===== config.mk =====
export PLATFORM = sky130hd
export DESIGN_NAME = acc_seq_ctrl
export DESIGN_NICKNAME = d
export VERILOG_FILES = /design/src/rtl/acc_seq_ctrl.sv
export SDC_FILE = /design/constraint.sdc
export NUM_CORES = 1
export LEC_CHECK = 0
export CORE_MARGIN = 3
export CORE_UTILIZATION = 44
export CTS_CLUSTER_DIAMETER = 40
export CTS_CLUSTER_SIZE = 25
export DETAILED_ROUTE_END_ITERATION = 7
export PLACE_DENSITY = 0.77
export SLEW_MARGIN = 5
export SYNTH_ARGS = -nofsm -noshare
export SYNTH_HDL_FRONTEND = slang
export SYNTH_SLANG_ARGS = --single-unit

===== constraint.sdc =====
create_clock -name clk -period 1.7 [get_ports clk]
set_input_delay 0.34 -clock clk [delete_from_list [all_inputs] [get_ports clk]]
set_output_delay 0.34 -clock clk [all_outputs]
set_load 0.1 [all_outputs]

===== src/rtl/acc_seq_ctrl.sv =====
// Accumulator sequencer for one FFN systolic-array output column: clear, gate K beats, emit result.
// Optional abort port and behaviour enabled by defining ACC_SEQ_CTRL_ABORT_EN.
module acc_seq_ctrl #(
  parameter int unsigned DATA_WIDTH = 64,
  parameter int unsigned CNT_W      = 16
) (
  input  logic                         clk,
  input  logic                         rstn,
  input  logic                         start_i,
  input  logic [CNT_W-1:0]             k_len_i,
  input  logic [CNT_W-1:0]             n_out_i,
  output logic                         busy_o,
  input  logic                         in_valid_i,
  output logic                         in_ready_o,
  output logic                         acc_en_o,
  output logic                         acc_clr_o,
  input  logic signed [DATA_WIDTH-1:0] acc_i,
  output logic                         res_valid_o,
  input  logic                         res_ready_i,
  output logic signed [DATA_WIDTH-1:0] res_data_o,
`ifdef ACC_SEQ_CTRL_ABORT_EN
  input  logic                         abort_i,
`endif
  output logic                         done_o
);

  typedef enum logic [2:0] {
    S_IDLE   = 3'd0,
    S_CLEAR  = 3'd1,
    S_ACC    = 3'd2,
    S_SETTLE = 3'd3,
    S_OUT    = 3'd4
  } state_t;

  state_t                        state_q, state_d;
  logic [CNT_W-1:0]              k_m1_q, n_m1_q, beat_cnt_q, res_cnt_q;
  logic signed [DATA_WIDTH-1:0]  res_data_q;
  logic                          res_valid_q, done_q, abort_clr_q;
  logic                          start_ok, beat, last_beat, last_res, res_hs, abort_hit;

`ifdef ACC_SEQ_CTRL_ABORT_EN
  assign abort_hit = abort_i && (state_q != S_IDLE);
`else
  assign abort_hit = 1'b0;
`endif

  assign start_ok  = (state_q == S_IDLE) && start_i;
  assign beat      = (state_q == S_ACC) && in_valid_i;
  assign last_beat = beat && (beat_cnt_q == k_m1_q);
  assign last_res  = (res_cnt_q == n_m1_q);
  assign res_hs    = (state_q == S_OUT) && res_valid_q && res_ready_i && !abort_hit;

  // State register
  always_ff @(posedge clk or negedge rstn) begin
    if (!rstn) state_q <= S_IDLE;
    else       state_q <= state_d;
  end

  // Next-state logic; abort overrides every non-IDLE transition
  always_comb begin
    state_d = state_q;
    case (state_q)
      S_IDLE:   if (start_i) state_d = S_CLEAR;
      S_CLEAR:  state_d = S_ACC;
      S_ACC:    if (last_beat) state_d = S_SETTLE;
      S_SETTLE: state_d = S_OUT;
      S_OUT:    if (res_hs) state_d = last_res ? S_IDLE : S_CLEAR;
      default:  state_d = S_IDLE;
    endcase
    if (abort_hit) state_d = S_IDLE;
  end

  // Job latches, counters and result register
  always_ff @(posedge clk or negedge rstn) begin
    if (!rstn) begin
      k_m1_q      <= '0;
      n_m1_q      <= '0;
      beat_cnt_q  <= '0;
      res_cnt_q   <= '0;
      res_data_q  <= '0;
      res_valid_q <= 1'b0;
      done_q      <= 1'b0;
      abort_clr_q <= 1'b0;
    end else begin
      done_q      <= 1'b0;
      abort_clr_q <= abort_hit;
      if (start_ok) begin
        // A zero length is treated as one, so the latched terminal count is 0 either way
        k_m1_q    <= (k_len_i == '0) ? '0 : k_len_i - CNT_W'(1);
        n_m1_q    <= (n_out_i == '0) ? '0 : n_out_i - CNT_W'(1);
        res_cnt_q <= '0;
      end
      if (state_q == S_CLEAR) beat_cnt_q <= '0;
      if (beat)               beat_cnt_q <= beat_cnt_q + CNT_W'(1);
      if (state_q == S_SETTLE) begin
        res_data_q  <= acc_i;
        res_valid_q <= 1'b1;
      end
      if (res_hs) begin
        res_valid_q <= 1'b0;
        if (last_res) done_q    <= 1'b1;
        else          res_cnt_q <= res_cnt_q + CNT_W'(1);
      end
      if (abort_hit) res_valid_q <= 1'b0;
    end
  end

  assign busy_o      = (state_q != S_IDLE);
  assign in_ready_o  = (state_q == S_ACC);
  assign acc_en_o    = in_valid_i && in_ready_o;
  assign acc_clr_o   = (state_q == S_CLEAR) || abort_clr_q;
  assign res_valid_o = res_valid_q;
  assign res_data_o  = res_data_q;
  assign done_o      = done_q;

endmodule


**Word-level counts from Yosys, hierarchy flattened**

Cells that the tools add are included.

- Multiplexer cells: 16
- Eq/ne operators: 9
- $add $sub $neg: 4
- Reductions and logical operators: 12

Operators with widths:

| kind | number |
|---|---|
| 16-bit two-way mux | 7 |
| 16-bit by 1-bit adder with 16-bit output, second input constant | 2 |
| 16-bit equality test | 2 |
| 16-bit logical NOT | 2 |
| 16-bit by 1-bit subtractor with 16-bit output, second input constant | 2 |
| 3-bit one-hot mux with 5 select lines | 1 |
| 3-bit two-way mux | 3 |
| 3-bit by 2-bit equality test with 1-bit output, second input constant | 2 |
| 1-bit logical AND | 5 |
| 1-bit two-way mux | 5 |
| 2-bit inequality test, second input constant | 2 |
| 2-bit nonzero test | 2 |
| 3-bit by 1-bit equality test with 1-bit output, second input constant | 1 |
| 3-bit equality test, second input constant | 1 |
| 3-bit logical NOT | 1 |
| 3-bit AND reduction | 1 |
| 3-bit nonzero test | 1 |
| 2-bit by 1-bit inequality test with 1-bit output, second input constant | 1 |

- Logic and storage cells: 49
- Input port bits: 101
- Register bits: 133

**Logic depth before layout (Yosys ltp)**

Gate-level depths: netlist (run 1).

- Depth after elaboration: 5
- Depth in mapped cells: 8
- Gate-level depth less buffers: 6

**Worst setup path before layout (run 1)**

No wires, ideal clock.

- Path type: reg2reg
- Start: register res_valid_q, in the netlist res_valid_o
- End: register res_cnt_q[8]
- Library setup time: 0.066 ns
- Stages on the path, launching flop included: 7
- Required time: 1.634 ns
- Period minus slack after synthesis: 2.150 ns
- Path slack: -0.450 ns
- Data arrival time: 2.084 ns
- Buffers on the path: 1
- Cell sequence: dfrtp_1 -> and2_1 -> and3_1 -> clkbuf_1 -> nand4_1 -> or4_1 -> nand2_1

- Word-level cells in the longest chain between the ends: 3

RTL lines:

| element | line | source |
|---|---|---|
| start, declared | 38 | `logic res_valid_q, done_q, abort_clr_q;` |
| start signal, assigned | 81 | `res_valid_q <= 1'b0;` |
| start signal, assigned | 97 | `res_valid_q <= 1'b1;` |
| start signal, assigned | 100 | `res_valid_q <= 1'b0;` |
| 1-bit logical AND (2 in series) | 51 | `assign res_hs = (state_q == S_OUT) && res_valid_q && res_ready_i && !abort_hit;` |
| 16-bit two-way mux | 99 | `if (res_hs) begin` |
| end signal, assigned | 102 | `else res_cnt_q <= res_cnt_q + CNT_W'(1);` |
| end, declared | 36 | `logic [CNT_W-1:0] k_m1_q, n_m1_q, beat_cnt_q, res_cnt_q;` |

No other way between the ends.
A chain may end at the register's enable or synchronous reset.

**Worst setup path in the final report (run 1)**

- Start: register state_q[1]
- End: output port acc_clr_o

- Word-level cells in the longest chain between the ends: 1

RTL lines:

| element | line | source |
|---|---|---|
| start, declared | 35 | `state_t state_q, state_d;` |
| start signal, assigned | 56 | `else state_q <= state_d;` |
| 3-bit by 1-bit equality test with 1-bit output | 111 | `assign acc_clr_o = (state_q == S_CLEAR) \|\| abort_clr_q;` |
| end, declared | 16 | `output logic acc_clr_o,` |

No other way between the ends.

==> out/results.tsv, run 1 <==
metric	value	unit
RePlAce Congestion	0.8705	
xor and xnor area share after synthesis	7.810	%
Final Hold Viols	0	
compound-gate portion of the synthesized area	6.616	%
layout cells sized above 1	42.27	%
Routed WL	20.68	mm
Post-synth top flop	dfrtp_1	
Critical Path RT	1.36	ns
Synth Register Bits	133	
First-pass DRT Iterations	6	
Post-Synth Simple-Gate Area	16.56	%
routed len/inst	19.64	um
setup violators final	22	
library cells used by synthesis	48	
RR Startpoint	res_cnt_q[8]	
largest family of logic cells by synthesized area	simple AND/OR/NAND/NOR gates	
Critical path buffers and inverters	3	
maximum VDD drop	0.001368	V
Via density	5.565	
I/O Buffers	170	
die area	16010	um2
number of flops mapped to enable cells by yosys	0	
R2R Setup Slk	-0.20	ns
Worst setup EP type	output pin	
worst setup margin	-0.2416	ns
Setup crit end	acc_clr_o	
type of the worst min-delay path	in2reg	
mux share of post-synthesis cell area	13.78	%
max-slew violation count	0	
Yosys top cell by area	dfrtp_1	
critical path class	reg2out	
Die Y	126.5	um
cell count after synthesis	577	
CP max FO	2	
failing checks	setup timing	
ANT cells	0	
Initial Util	45.52	%
Worst-path clk slew	0.06	ns
Post-Syn Area per Cell	11.08	um2
H-tree levels	4	
YS warnings	0	
RSZ-0062 raised after global routing	yes	
clock buffer depth	2	
LEAKAGE	4.748	nW
residual DRC count	0	
CTS Sinks	133	
largest net degree at the start of global routing	83	
fin area	11010	um2
IO Pins	171	
Die Width	126.5	um
gr ovfl total	0	
relative slew slack	58.71	%
first-pass GRT wire length	29.18	mm
Synth area leaders	dfrtp_1, mux2_2, xnor2_1, nand2_1, mux2i_1	
Critical Path Start	state_q[1]	
Setup crit start kind	flip-flop	
CTS Root Cell	clkbuf_16	
clk_lat worst skew	0.42	ns
Data arrival, critical path	1.60	ns
cell area after synthesis	6392	um2
layout net count	965	
Area growth syn-to-layout	72.19	%
R2R cell count	6	
status	complete, but fails checks	
P per Cell Area	2204	nW/um2
Post-Synth Adder-Cell Area	0.7829	%
FF-to-FF End	res_cnt_q[15]	
f_max	515.0	MHz
post-DP HPWL	13.10	mm
Worst-Margin Slew	0.6193	ns
Util after Layout	78.38	%
Final Cycle Share	114.2	%
area of placed instances	9568	um2
Max Clock Skew	0.009055	ns
Site Rows	43	
register area share after synthesis	52.06	%
CP delay by family, top	flip-flops	
CTS tree	done	
GRT Total Usage	22.77	%
antenna violations before repair	0	
CP Depth	4	
total core area	14040	um2
Antenna Violating Nets Remaining	0	
vias in the first global route	5728	
Yosys top cell area share	52.06	%
slowest stage delay, CP	0.40	ns
CP cell instances	buf_6 > or3b_4 > clkinvlp_4 > buf_12	
Inserted Clock Buffers	17	
slowest CP cell	dfrtp_1	
maxcap violations	0	
Synthesized Nets	682	
DR iter-0 viols	425	
via count	5860	
Final Critical Period	1.942	ns
share of flip-flops with an asynchronous set or reset	100.0	%
per-layer routing:
metal	global-route usage, %	up-vias	part of all wire, %
met5	0	-	0
met4	6.562	0	2.6
met3	4.589	54	7.0
met2	40.97	309	52
met1	27.65	2884	38
li1	-	2613	-
placed cells by master (no fill, tap or decap), types with 6 or more instances in the layout:
cell	count
dfrtp_1	126
buf_4	97
clkdlybuf4s50_1	82
nand2_1	76
buf_12	75
mux2_2	64
xnor2_1	43
nor2_1	19
clkbuf_16	19
mux2i_1	16
nand3_1	16
buf_6	14
o21ai_0	13
nand4_1	12
xor2_1	12
o21ai_1	9
nor3_1	8
inv_1	7
a21oi_1	7
o31ai_2	7
nor4_4	6
and3_1	6
o31ai_4	6
or4_1	6
o31ai_1	6
dfrtp_2	6
dlymetal6s2s_1	6
worst reg2reg max path: cells and delay by family (launching register included):
kind | cells | cell delay, ns
XOR/XNOR | 1 | 0.24
buffers and inverters | 1 | 0.27
AND/OR/NAND/NOR | 3 | 0.66
multiplexers | 1 | 0.23
flip-flops | 1 | 0.43
cell usage after synthesis, types with 2 or more instances:
cell and number:
clkbuf_1 15, and2_1 5, or4_1 7, buf_2 7
mux2_2 64, nor4_4 2, nand4b_1 2, o211ai_1 2
buf_1 3, dfrtp_1 133, nand3_1 19, mux2i_1 16
or3_1 4, o21ai_0 25, ha_1 4, xor2_1 12
nor3_1 14, nand2_1 78, a22o_1 2, a31oi_1 6
inv_1 10, nor4_1 8, o31ai_1 19, nand3b_1 4
and4_1 2, nor2_1 23, xnor2_1 45, nand4_1 12
a21oi_1 9, and3_1 7
repair_timing:
action                                  4_1_cts  5_1_grt
pin swaps                                    20       41
endpoints found under the setup margin       40       85
cloned                                        1        3
endpoints found under the hold margin        82        0
hold buffers                                  1        0
gates resized for setup                      69       75
setup buffers                                16       22
cell families (layout without fill, tap and decap cells):
family | count (synthesis) | count (layout)
AO/OA/AOI/OAI | 67 | 67
XOR/XNOR | 57 | 57
adder cells (fa/ha/maj) | 4 | 4
buffers and inverters | 37 | 333
flip-flops | 133 | 133
multiplexers | 80 | 80
AND/OR/NAND/NOR | 199 | 199
metrics by stage:
| stage | power (mW) | worst slack, ns | hold slack [ns] | instances | setup TNS, ns |
|---|---|---|---|---|---|
| after floorplan | 13.97 | -0.07252 | 0.04441 | 577 | -0.9106 |
| after global placement | 19.16 | -0.5823 | 0.4004 | 980 | -18.72 |
| after detailed placement | 19.51 | -0.6227 | 0.4063 | 980 | -22.15 |
| after CTS | 23.68 | -0.2552 | 0.3368 | 1029 | -0.6746 |
| after global routing | 24.99 | -0.2845 | 0.2734 | 1053 | -4.624 |
| final | 24.26 | -0.2416 | 0.2473 | 1053 | -2.709 |
final cells by class:
type / count / area [um2]
Sequential cell: 133 / 3339
Tap cell: 180 / 225.2
Clock buffer: 21 / 470.5
Multi-Input combinational cell: 407 / 3353
Fill cell: 784 / 3035
Inverter: 10 / 45.04
Timing Repair Buffer: 291 / 3450
Clock inverter: 11 / 123.9
report_power, final:
group          internal [mW]  switching, mW  total [mW]
clock                   2.28           1.42        3.70
sequential              4.44           1.27        5.71
combinational           5.92           8.93        14.8
worst min path at each step:
stage / to / start / depth (start not counted)
6_report: n_m1_q[0] / n_out_i[0] / 3
5_1_grt: n_m1_q[0] / n_out_i[0] / 3
4_1_cts: k_m1_q[8] / k_len_i[8] / 4
3_5_place_dp: res_data_o[7] / rstn / 2
3_3_place_gp: res_data_o[8] / rstn / 2
2_1_floorplan: beat_cnt_q[0] / rstn / 0
registers in the layout, summed over array words and instances, names as in the netlist:
signal       cells
res_cnt_q       16
n_m1_q          16
done_o           1
res_data_o      64
state_q          3
k_m1_q          16
res_valid_o      1
beat_cnt_q      16
(Power assumes the default switching activity.)
==> inputs of run 2 (changes only) <==
--- a/config.mk
+++ b/config.mk
@@ -5,12 +5,13 @@
 export SDC_FILE = /design/constraint.sdc
 export NUM_CORES = 1
 export LEC_CHECK = 0
-export CORE_MARGIN = 3
-export CORE_UTILIZATION = 44
+export CELL_PAD_IN_SITES_DETAIL_PLACEMENT = 0
+export CELL_PAD_IN_SITES_GLOBAL_PLACEMENT = 1
+export CORE_UTILIZATION = 34
 export CTS_CLUSTER_DIAMETER = 40
 export CTS_CLUSTER_SIZE = 25
 export DETAILED_ROUTE_END_ITERATION = 7
-export PLACE_DENSITY = 0.77
+export PLACE_DENSITY = 0.75
 export SLEW_MARGIN = 5
 export SYNTH_ARGS = -nofsm -noshare
 export SYNTH_HDL_FRONTEND = slang
==> run 2 against run 1 <==
  * The run ends with DRC, setup timing left
  * Register-to-register slack about the same
  * Flip-flop and latch count unchanged
  * Fmax down 1.4%
  * Worst setup slack worse by 0.028 ns
  * Global-route usage down 4.2 points
  * Cell area up 2.7%
  * Worst hold slack better by 0.031 ns
  * Critical path depth unchanged
  * Wire length down 9.9%
  * Sequential power down 0.7%
  * Clock-buffer cell count down 1
==> out/results.tsv, run 2 (synthesized netlist as in run 1, its figures left out) <==
metric	value	unit	change
gr ovfl total	0		unchanged
CP max FO	4		+2
Antenna Violating Nets Remaining	0		unchanged
maxcap violations	0		unchanged
post-DP HPWL	12.46	mm	-4.9%
commonest non-fill, non-tap cell in the layout	dfrtp_1		
CP delay by family, top	simple AND/OR/NAND/NOR gates		
setup tns final	-2.086	ns	+0.6230 ns
RePlAce Congestion	0.8812		+1.2%
worst setup margin	-0.2697	ns	-0.02811 ns
max FFs per register	64		unchanged
max-slew violation count	0		unchanged
Data arrival, critical path	1.63	ns	+0.03 ns
residual DRC count	23		+23
clock power share	16.2	%	+0.9 points
total core area	18210	um2	+30%
relative slew slack	58.14	%	-0.58 points
slowest CP cell	or3b_4		
DR iter-0 viols	247		-42%
Util after Layout	62.10	%	-16 points
fin area	11310	um2	+2.7%
LEAKAGE	4.836	nW	+1.9%
CTS Sinks	133		unchanged
Reg power frac	23.2	%	-0.4 points
part of the power in combinational logic	60.7	%	-0.5 points
maximum VDD drop	0.001415	V	+3.4%
Final Critical Period	1.970	ns	+0.02811 ns
slowest stage delay, CP	0.42	ns	+0.02 ns
Worst-Margin Slew	0.6280	ns	+0.008687 ns
antenna violations before repair	0		unchanged
clock buffer depth	2		unchanged
status	complete, but fails checks		
via count	5531		-5.6%
Setup Slack @ Placement	-0.7116	ns	-0.08886 ns
Worst-path clk slew	0.06	ns	about the same
CP cell instances	buf_6 > or3b_4 > clkinvlp_4 > buf_12		
layout cells sized above 1	43.84	%	+1.6 points
Inserted Clock Buffers	17		unchanged
Final Hold Viols	0		unchanged
Die Width	139.1	um	+9.9%
die area	19350	um2	+21%
Worst setup EP type	output pin		
Final Cycle Share	115.9	%	+1.7 points
Initial Util	35.11	%	-10 points
Setup crit start kind	flip-flop		
CTS tree	done		
Internal Power	13.00	mW	+2.9%
Critical Path RT	1.36	ns	about the same
setup violators final	21		-4.5%
switching share of power	46.89	%	-1.0 points
Max Clock Skew	0.007120	ns	-0.001935 ns
R2R Setup Slk	-0.20	ns	about the same
# fillers	1329		+70%
sw power	11.48	mW	-1.2%
Cell Count, Final, Fillers Out	1114		+5.8%
Area growth syn-to-layout	76.88	%	
GRT Total Usage	18.56	%	-4.2 points
Critical path buffers and inverters	3		unchanged
largest net degree at the start of global routing	82		-1.2%
Site Rows	49		+14%
DP Cell Count	1041		+6.2%
critical path class	reg2out		
f_max	507.7	MHz	-1.4%
Die Y	139.1	um	+9.9%
RSZ-0062 raised after global routing	yes		
routed len/inst	16.72	um	-15%
CTS Root Cell	clkbuf_16		
H-tree levels	4		unchanged
ANT cells	0		unchanged
Fin Hold WS	0.2779	ns	+0.03058 ns
P per Cell Area	2165	nW/um2	-1.8%
IO Pins	171		unchanged
Via density	4.965		-11%
Routed WL	18.63	mm	-9.9%
most frequent cells in the layout	dfrtp_1, buf_4, clkdlybuf4s50_1, buf_12, nand2_1		
layout net count	977		+1.2%
failing checks	DRC, setup timing		
vias in the first global route	5713		-0.26%
first-pass GRT wire length	28.38	mm	-2.7%
I/O Buffers	170		unchanged
type of the worst min-delay path	in2reg		
area of placed instances	9732	um2	+1.7%
clk_lat worst skew	0.41	ns	about the same
First-pass DRT Iterations	7		+1
Power Total	24.48	mW	+0.91%
[run 2: layout make-up]
type | instances | area, um2 | area share (%)
sequential | 133 | 3336 | 29.50
timing repair buffer | 303 | 3612 | 31.95
multi-input combinational | 407 | 3382 | 29.91
tap | 229 | 286.5 | 2.534
clock buffer | 20 | 466.7 | 4.127
clock inverter | 12 | 176.4 | 1.560
inverter | 10 | 47.55 | 0.4205
[run 2: power by group through the flow]
| stage | Clock (mW) | Sequential, mW | Combinational [mW] |
|---|---|---|---|
| global placement | 0 | 5.62 | 13.6 |
| CTS | 4.03 | 5.65 | 14.3 |
| global route | 4.19 | 5.83 | 15.4 |
| finish | 3.96 | 5.67 | 14.9 |
| floorplan | 0 | 10.9 | 3.04 |
| detailed placement | 0 | 5.70 | 13.8 |
[run 2: worst reg2reg max path, delay by kind of cell (launching register included)]
| kind | cells | cell delay (ns) |
|---|---|---|
| AND/OR/NAND/NOR | 3 | 0.58 |
| buffers and inverters | 4 | 0.49 |
| AO/OA/AOI/OAI | 1 | 0.15 |
| XOR/XNOR | 1 | 0.16 |
| flip-flops | 1 | 0.44 |
[run 2: worst paths after layout]
kind                            cells after the start              to          from
worst min register to register                      2      k_m1_q[12]    k_m1_q[12]
worst min-delay path                                3       n_m1_q[0]    n_out_i[0]
worst max register to register                      9   res_cnt_q[10]  res_cnt_q[9]
max in group asynchronous                           3  res_data_o[51]          rstn
worst max-delay path                                4       acc_clr_o    state_q[2]
min in group asynchronous                           3  res_data_o[21]          rstn
[run 2: timing repair]
item	CTS	global route
gates cloned	2	3
pin swaps	46	27
endpoints found under the setup margin	41	118
hold buffers	1	0
endpoints found under the hold margin	81	0
buffers inserted	23	13
resized for setup	89	76
[run 2: routing by layer]
layer	routed length, um	global-route usage [%]	vias to the layer above
li1	-	-	2639
met1	7358	21.32	2678
met2	9834	33.36	187
met3	1130	4.075	27
met4	306	7.602	0
met5	0	0	-
==> inputs of run 3 (changes only) <==
--- a/config.mk
+++ b/config.mk
@@ -11,6 +11,7 @@
 export CTS_CLUSTER_DIAMETER = 40
 export CTS_CLUSTER_SIZE = 25
 export DETAILED_ROUTE_END_ITERATION = 7
+export MAX_ROUTING_LAYER = met4
 export PLACE_DENSITY = 0.75
 export SLEW_MARGIN = 5
 export SYNTH_ARGS = -nofsm -noshare
==> run 3 against run 2 <==
  * Sequential share of layout area about the same
  * Wire length about the same
  * Worst hold slack worse by 0.0025 ns
  * Register-to-register slack about the same
  * Cell count unchanged
  * Utilization about the same
  * Critical path depth unchanged
  * Global-route usage up 0.60 points
  * The run still ends with DRC, setup timing left
  * Worst setup slack worse by 0.0014 ns
  * Clock power about the same
  * Clock skew down 0.0011 ns
==> out/results.tsv, run 3 (synthesized netlist as in run 1, its figures left out) <==
metric	value	unit	change
status	complete, but fails checks		
failing checks	DRC, setup timing		
critical path class	reg2out		
DR iter-0 viols	242		-2.0%
Via density	4.972		+0.14%
Data arrival, critical path	1.63	ns	about the same
Die Width	139.1	um	unchanged
CTS Sinks	133		unchanged
Initial Util	35.11	%	unchanged
First-pass DRT Iterations	7		unchanged
GR Layer Usage met2	33.39	%	about the same
layout cells sized above 1	43.84	%	unchanged
residual DRC count	23		unchanged
grt met3 use	4.213	%	+0.14 points
IO Pins	171		unchanged
commonest non-fill, non-tap cell in the layout	dfrtp_1		
Internal Power	13.01	mW	about the same
f_max	507.3	MHz	about the same
max-slew violation count	0		unchanged
worst setup margin	-0.2711	ns	-0.001422 ns
clock power share	16.2	%	about the same
CP cell instances	buf_6 > or3b_4 > clkinvlp_4 > buf_12		
ANT cells	0		unchanged
type of the worst min-delay path	in2reg		
Setup crit start kind	flip-flop		
P per Cell Area	2165	nW/um2	about the same
Area growth syn-to-layout	76.92	%	about the same
RSZ-0062 raised after global routing	yes		
Die Y	139.1	um	unchanged
Final Hold Viols	0		unchanged
largest net degree at the start of global routing	82		unchanged
CP max FO	4		unchanged
routed len/inst	16.72	um	about the same
switching share of power	46.87	%	about the same
Worst setup EP type	output pin		
RePlAce Congestion	0.8958		+1.7%
Setup Slack @ Placement	-0.7116	ns	unchanged
relative slew slack	58.11	%	about the same
Site Rows	49		unchanged
clock buffer depth	2		unchanged
Final Critical Period	1.971	ns	+0.001422 ns
most frequent cells in the layout	dfrtp_1, buf_4, clkdlybuf4s50_1, buf_12, nand2_1		
Antenna Violating Nets Remaining	0		unchanged
I/O Buffers	170		unchanged
CTS tree	done		
max FFs per register	64		unchanged
sw power	11.48	mW	about the same
die area	19350	um2	unchanged
Max Clock Skew	0.006002	ns	-0.001117 ns
antenna violations before repair	0		unchanged
CTS Root Cell	clkbuf_16		
layout net count	977		unchanged
Final Cycle Share	115.9	%	about the same
Worst-path clk slew	0.06	ns	about the same
part of the power in combinational logic	60.7	%	about the same
Worst-Margin Slew	0.6284	ns	+0.0004305 ns
first-pass GRT wire length	28.40	mm	about the same
slowest stage delay, CP	0.42	ns	about the same
global route hottest layer	met2		
Critical Path RT	1.36	ns	about the same
slowest CP cell	or3b_4		
R2R Setup Slk	-0.20	ns	about the same
setup violators final	20		-4.8%
total core area	18210	um2	unchanged
maxcap violations	0		unchanged
post-DP HPWL	12.46	mm	unchanged
Fin Hold WS	0.2753	ns	-0.002528 ns
Reg power frac	23.1	%	about the same
clk_lat worst skew	0.41	ns	about the same
LEAKAGE	4.837	nW	about the same
GRT met1 Usage	21.40	%	+0.089 points
H-tree levels	4		unchanged
via count	5539		+0.14%
gr ovfl total	0		unchanged
Routed WL	18.63	mm	about the same
Inserted Clock Buffers	17		unchanged
maximum VDD drop	0.001422	V	+0.52%
vias in the first global route	5699		-0.25%
GRT Total Usage	19.16	%	+0.60 points
==> run 3: changes by cell type in the layout (fill, tap and decap cells not counted) <==
cell   change
buf_2      -1
buf_4      +1
==> run 3: repair_timing <==
item / CTS / global route
setup buffers: 23 / 13
hold buffers: 1 / 0
pin swaps: 46 / 27
hold endpoints to repair: 81 / 0
resized for setup: 89 / 77
gates cloned: 2 / 3
setup endpoints to repair: 41 / 117
==> run 3: stage by stage <==
| stage | power, mW | instances | cell area (um2) | util (%) | setup TNS (ns) |
|---|---|---|---|---|---|
| 6_report | 24.48 | 1114 | 11310 | 62.11 | -2.050 |
| 5_1_grt | 25.39 | 1114 | 11310 | 62.11 | -4.117 |
| 4_1_cts | 23.99 | 1099 | 10890 | 59.78 | -1.851 |
| 3_5_place_dp | 19.51 | 1041 | 9732 | 53.45 | -23.93 |
| 3_3_place_gp | 19.24 | 1041 | 9732 | 53.45 | -21.11 |
| 2_1_floorplan | 13.97 | 577 | 6470 | - | -0.9106 |
==> run 3: metal layers <==
metal  wire [um]  vias up
met1        7417     2685
met2        9771      189
met4         342        0
li1            -     2636
met5           0        -
met3        1099       29
==> run 3: worst max-delay path, delay by kind of cell (launching register included) <==
| family | cells | cell delay (ns) |
|---|---|---|
| and+or+nand+nor | 1 | 0.42 |
| DFF | 1 | 0.40 |
| buffers and inverters | 3 | 0.39 |
==> run 3: cell type report <==
cell class,count,area (um2)
Fill cell,1329,6899
Inverter,10,47.55
Clock buffer,20,466.7
Clock inverter,12,176.4
Tap cell,229,286.5
Multi-Input combinational cell,407,3382
Timing Repair Buffer,303,3615
Sequential cell,133,3336
==> run 3: power by group through the flow <==
stage               clock (mW)  combinational, mW  sequential [mW]
CTS                       4.03               14.3             5.65
global placement             0               13.6             5.62
detailed placement           0               13.8             5.70
global route              4.19               15.4             5.83
finish                    3.96               14.9             5.67
floorplan                    0               3.04             10.9
==> run 3: final timing paths <==
kind	end	cells past startpoint	start
max in group asynchronous	res_data_o[51]	3	rstn
setup reg to reg	res_cnt_q[10]	9	res_cnt_q[9]
setup / recovery	acc_clr_o	4	state_q[2]
hold reg to reg	k_m1_q[12]	2	k_m1_q[12]
min in group asynchronous	res_data_o[21]	3	rstn
hold / removal	n_m1_q[0]	3	n_out_i[0]
